==> config.mk <==
export PLATFORM = sky130hd
export DESIGN_NAME = oam_dma_ctrl
export DESIGN_NICKNAME = d
export VERILOG_FILES = /design/src/rtl/oam_dma_ctrl.sv
export SDC_FILE = /design/constraint.sdc
export NUM_CORES = 1
export LEC_CHECK = 0
export BUFFER_PORTS_ARGS = -buffer_cell sky130_fd_sc_hd__buf_2
export CAP_MARGIN = 30
export CORE_MARGIN = 2
export CORE_UTILIZATION = 49
export DETAILED_ROUTE_END_ITERATION = 8
export GPL_TIMING_DRIVEN = 0
export PLACE_DENSITY = 0.85
export SETUP_SLACK_MARGIN = 0.5
export SYNTH_ARGS = -nofsm -noshare
export SYNTH_HDL_FRONTEND = slang
export SYNTH_SLANG_ARGS = --single-unit
==> constraint.sdc <==
create_clock -name clk -period 2.6 [get_ports clk]
set_input_delay 0.52 -clock clk [delete_from_list [all_inputs] [get_ports clk]]
set_output_delay 0.52 -clock clk [all_outputs]
set_load 0.02 [all_outputs]
==> src/rtl/oam_dma_ctrl.sv <==
// oam_dma_ctrl: shares one memory (combinational read port, synchronous write
// port) between the CPU and a Game Boy style OAM DMA engine. A CPU write to
// DMA_REG_ADDR latches the source high byte and copies LEN bytes from
// {src_hi,8'h00} to DST_BASE, one read cycle and one write cycle per byte.
// While the copy runs the CPU is locked out of memory.
//
// Optional build macro OAM_DMA_HRAM_PASS_EN: lets the CPU reach HRAM
// (0xFF80..0xFFFE) during the copy by using whichever memory port the DMA
// leaves free in the current phase; cpu_wait holds the CPU otherwise.
//
// CPU bus handshake: cpu_wait is a combinational hold. When cpu_wait=1 the
// CPU keeps its current access (address/data/enable) unchanged and the access
// is not performed that cycle; when cpu_wait=0 the access completes at the
// next rising edge (writes) or in the same cycle (reads).
//
// The FSM state is the enum signal 'state', kept at module scope so checkers
// can bind to it directly.
module oam_dma_ctrl #(
  parameter logic [15:0] DMA_REG_ADDR = 16'hFF46,
  parameter logic [15:0] DST_BASE     = 16'hFE00,
  parameter int          LEN          = 160,
  parameter int          START_DELAY  = 1
) (
  input  logic        clk,
  input  logic        rst_n,
  input  logic [15:0] cpu_r_addr,
  output logic [7:0]  cpu_r_data,
  input  logic        cpu_wen,
  input  logic [15:0] cpu_w_addr,
  input  logic [7:0]  cpu_w_data,
  output logic        cpu_wait,
  output logic [15:0] mem_r_addr,
  input  logic [7:0]  mem_r_data,
  output logic        mem_wen,
  output logic [15:0] mem_w_addr,
  output logic [7:0]  mem_w_data,
  output logic        dma_busy
);

  typedef enum logic [1:0] {
    S_IDLE  = 2'd0,
    S_DELAY = 2'd1,
    S_RD    = 2'd2,
    S_WR    = 2'd3
  } state_t;

  localparam logic [7:0] LAST_CNT   = 8'(LEN - 1);
  localparam logic [3:0] DELAY_INIT = 4'(START_DELAY);

  state_t     state;
  state_t     state_nxt;
  logic [7:0] dma_reg;
  logic [7:0] cnt;
  logic [3:0] dly_cnt;
  logic [7:0] data_latch;
  logic       reg_wr;

  // A CPU write to the DMA register starts (or restarts) a transfer.
  assign reg_wr = cpu_wen && (cpu_w_addr == DMA_REG_ADDR);

`ifdef OAM_DMA_HRAM_PASS_EN
  logic hram_r;
  logic hram_w;
  assign hram_r = (cpu_r_addr >= 16'hFF80) && (cpu_r_addr <= 16'hFFFE);
  assign hram_w = cpu_wen && (cpu_w_addr >= 16'hFF80) && (cpu_w_addr <= 16'hFFFE);
`endif

  // State register.
  always_ff @(posedge clk) begin
    if (!rst_n) state <= S_IDLE;
    else        state <= state_nxt;
  end

  // Next-state logic; a register write overrides every other transition.
  always_comb begin
    state_nxt = state;
    if (reg_wr) begin
      state_nxt = (START_DELAY == 0) ? S_RD : S_DELAY;
    end else begin
      case (state)
        S_IDLE:  state_nxt = S_IDLE;
        S_DELAY: if (dly_cnt <= 4'd1) state_nxt = S_RD;
        S_RD:    state_nxt = S_WR;
        S_WR:    state_nxt = (cnt == LAST_CNT) ? S_IDLE : S_RD;
        default: state_nxt = S_IDLE;
      endcase
    end
  end

  // Datapath registers: source byte, byte/delay counters and the read latch.
  always_ff @(posedge clk) begin
    if (!rst_n) begin
      dma_reg    <= 8'h00;
      cnt        <= 8'h00;
      dly_cnt    <= 4'h0;
      data_latch <= 8'h00;
    end else begin
      if (state == S_RD) data_latch <= mem_r_data;
      if (reg_wr) begin
        dma_reg <= cpu_w_data;
        cnt     <= 8'h00;
        dly_cnt <= DELAY_INIT;
      end else begin
        if (state == S_DELAY) dly_cnt <= dly_cnt - 4'd1;
        if (state == S_WR && cnt != LAST_CNT) cnt <= cnt + 8'd1;
      end
    end
  end

  // Output and port-steering logic per state.
  always_comb begin
    dma_busy   = (state != S_IDLE);
    cpu_wait   = 1'b0;
    mem_r_addr = cpu_r_addr;
    cpu_r_data = mem_r_data;
    mem_wen    = 1'b0;
    mem_w_addr = cpu_w_addr;
    mem_w_data = cpu_w_data;
    case (state)
      S_IDLE, S_DELAY: begin
        mem_wen = cpu_wen && !reg_wr;
      end
      S_RD: begin
        mem_r_addr = {dma_reg, cnt};
        cpu_r_data = 8'hFF;
`ifdef OAM_DMA_HRAM_PASS_EN
        // Write port is free in RD: HRAM writes go through, HRAM reads wait.
        if (hram_w) mem_wen = 1'b1;
        if (hram_r) cpu_wait = 1'b1;
`endif
      end
      S_WR: begin
        mem_wen    = 1'b1;
        mem_w_addr = DST_BASE + {8'h00, cnt};
        mem_w_data = data_latch;
        cpu_r_data = 8'hFF;
`ifdef OAM_DMA_HRAM_PASS_EN
        // Read port is free in WR: HRAM reads go through, HRAM writes wait.
        if (hram_r) begin
          mem_r_addr = cpu_r_addr;
          cpu_r_data = mem_r_data;
        end
        if (hram_w) cpu_wait = 1'b1;
`endif
      end
      default: begin
        mem_wen = 1'b0;
      end
    endcase
    // The DMA register is readable in every state without the memory port.
    if (cpu_r_addr == DMA_REG_ADDR) cpu_r_data = dma_reg;
  end

endmodule

==> flow_metrics.env <==
export IMPL_yosys_top_cells_count="nand2_1 (94), dfxtp_1 (30), nor2_1 (17)"
export IMPL_wl_um=6270
export IMPL_p_per_area_nw_per_um2=432
export IMPL_yosys_warnings=0
export IMPL_synth_ff_type="dfxtp_1"
export IMPL_p_clk_share_pct=31.8
export IMPL_cp_data_arrival_time_ps=1780
export IMPL_setup_tns_ps=0
export IMPL_numCtsBuffers=5
export IMPL_sequentialPowerShare_pct=39.7
export IMPL_rows=23
export IMPL_worstSetupPathType="in -> out"
export IMPL_antenna_left=0
export IMPL_io_pin_count=102
export IMPL_gp_congestion=0.809
export IMPL_grt_max_degree=11
export IMPL_synth_simple_area_share_pct=35.9
export IMPL_period_needed_ps=2300
export IMPL_internal_power_uw=834
export IMPL_area_growth_pct=41.1
export IMPL_coreArea_sq_um=3970
export IMPL_start_util_pct=50.5
export IMPL_wl_per_cell_um=14.5
export IMPL_fp_dieH_um=68.0
export IMPL_syn_inst=270
export IMPL_timing_hold_ws_ps=453
export IMPL_final_cells=431
export IMPL_dr_pass1_iters=4
export IMPL_synth_top_family_by_area="simple AND/OR/NAND/NOR gates"
export IMPL_rsz0062_at_grt="yes"
export IMPL_cts_tree="yes"
export IMPL_switching_power_uw=388
export IMPL_timing_fmax_mhz=435
export IMPL_synth_cell_type_count=45
export IMPL_max_stage_delay_ps=380
export IMPL_cts_root_buf="clkbuf_8"
export IMPL_pre_cts_ws_ps=45.2
export IMPL_drt_vias_per_instance=5.32
export IMPL_placed_cells=419
export IMPL_clock_skew_ps=2.30
export IMPL_cpMaxStageDelayCell="nor4_4"
export IMPL_critPathRequiredTime_ps=2080
export IMPL_start_kind="input port"
export IMPL_worst_slew_pin_slew_ps=491
export IMPL_drt_initial_drc_count=171
export IMPL_design_die_area_sq_um=4620
export IMPL_clkLatencyLatePin_ps=280
export IMPL_cts_sinks=30
export IMPL_multiInputGateArea_sq_um=1340
export IMPL_synth_edff_count=0
export IMPL_fin_crit_sh_pct=88.5
export IMPL_peakVddDrop_v=0.000431
export IMPL_slew_limit_headroom_pct=66.4
export IMPL_synth_top_area_share_pct=30.0
export IMPL_vias=2294
export IMPL_die_w_um=68.0
export IMPL_dp_hpwl_um=4520
export IMPL_yosys_register_bits=30
export IMPL_drc=0
export IMPL_first_global_vias=2079
export IMPL_clkTransAtPathRegs_ps=60
export IMPL_layout_drive_gt1_share_pct=39.4
export IMPL_maxCapViolCount=0
export IMPL_placed_cell_area_sq_um=2580
export IMPL_synth_area_leaders="dfxtp_1 (30%), nand2_1 (18%), mux2_2 (6.2%), mux2i_1 (4.0%), nor2_1 (3.2%)"
export IMPL_cts_hold_buf=0
export IMPL_ys_seq_area_share_pct=30.0
export IMPL_grt_pass1_wl_um=9120
export IMPL_fin_nets=434
export IMPL_crit_chain="buf_6 -> nand4bb_4 -> nor4_4 -> buf_4 -> buf_6 -> o21ai_1 -> buf_4"
export IMPL_slew_violations=0
export IMPL_syn_num_nets=324
export IMPL_power_leakage_uw=0.00130
export IMPL_synth_area_per_cell_sq_um=7.42
export IMPL_switching_share_pct=31.7
export IMPL_nFillCells=316
export IMPL_antenna_found_initial=0
export IMPL_worstHoldPathType="reg -> reg"
export IMPL_run_status="completed"
export IMPL_track_usage_pct=26.9
export IMPL_synth_xor_area_share_pct=2.62
export IMPL_synthMuxAreaShare_pct=12.4
export IMPL_syn_cell_area_sq_um=2000
export IMPL_final_setup_worst_slack_ps=300
export IMPL_clockBufferDepth=2
export IMPL_yosys_area_top_type="dfxtp_1"
export IMPL_finalHoldViolCount=0
export IMPL_power_frac_comb_pct=28.5
export IMPL_cp_max_fo=6
export IMPL_synth_compound_area_share_pct=11.8
export IMPL_endpoint_kind="output port"
export IMPL_yosysMostFrequentCell="nand2_1"
export IMPL_ys_async_sr_fraction_pct=0
export IMPL_portBuffers=99
export IMPL_diodes=0
export IMPL_h_tree_depth=2
export IMPL_seq_area_sq_um=603
export IMPL_design_area_sq_um=2830
export IMPL_synthAdderAreaFrac_pct=1.87
export IMPL_grt_overflow=0
export IMPL_setup_violations=0
==> stage by stage <==
stage | power [uW] | util, %
finish | 1220 | 71.2
global route | 1280 | 71.2
CTS | 1220 | 70.4
detailed placement | 815 | 64.9
global placement | 809 | 64.9
floorplan | 689 | -
==> logic make-up (layout without fill, tap and decap cells) <==
kind of cell | count (synthesis) | count (layout)
buf+inv | 21 | 132
compound gates | 37 | 37
mux | 23 | 23
fa+ha+maj | 3 | 3
flops | 30 | 30
other cells | 1 | 1
simple gates | 149 | 149
xor+xnor | 6 | 6
==> worst paths after layout <==
check                                    from            end  slack [ps]  depth (start not counted)
worst max register to register         cnt[4]         cnt[3]         900                          5
worst min-delay path            data_latch[4]  data_latch[4]         450                          2
worst max-delay path            cpu_r_addr[3]  cpu_r_data[7]         300                          7
worst min register to register  data_latch[4]  data_latch[4]         450                          2
==> placed cells by master, fill, tap and decap left out, types with 4 or more instances in the layout <==
cell type,n
nand2_1,90
buf_2,87
dfxtp_1,28
nor2_1,17
buf_4,15
mux2_2,11
buf_6,10
nand2b_1,9
o21ai_1,9
mux2i_1,8
a21boi_1,8
clkbuf_1,6
clkbuf_8,6
a21oi_1,5
nand2_2,4
mux2_1,4
==> final cells by class <==
| type | count | area share, % |
|---|---|---|
| Timing Repair Buffer | 103 | 20.7 |
| Sequential cell | 30 | 21.3 |
| Clock inverter | 1 | 0.177 |
| Tap cell | 50 | 2.21 |
| Clock buffer | 7 | 3.05 |
| Multi-Input combinational cell | 219 | 47.4 |
| Inverter | 3 | 0.398 |
| Buffer | 18 | 4.78 |
==> per-layer routing <==
metal | GRT usage [%] | vias to the layer above | routed length, um
met5 | 0 | - | 0
met4 | 10.3 | 0 | 68
met3 | 6.74 | 7 | 645
met2 | 47.3 | 108 | 3070
met1 | 31.0 | 1057 | 2490
li1 | - | 1122 | -
==> power by group through the flow <==
stage | combinational [uW] | clock [uW] | sequential (uW)
finish | 348 | 389 | 485
global route | 377 | 417 | 487
CTS | 343 | 394 | 484
detailed placement | 321 | 0 | 494
global placement | 315 | 0 | 493
floorplan | 198 | 0 | 491
==> worst max-delay path, delay by kind of cell <==
| kind | cells | cell delay [ps] |
|---|---|---|
| AND/OR/NAND/NOR | 2 | 600 |
| AO/OA/AOI/OAI | 1 | 90 |
| buffers and inverters | 4 | 560 |
==> timing repair <==
action,CTS,global route
resized for setup,33,16
cloned,1,0
endpoints found under the setup margin,37,46
pin swaps,6,1
setup buffers,2,1
Note: power is estimated with default switching activity, not from simulation.
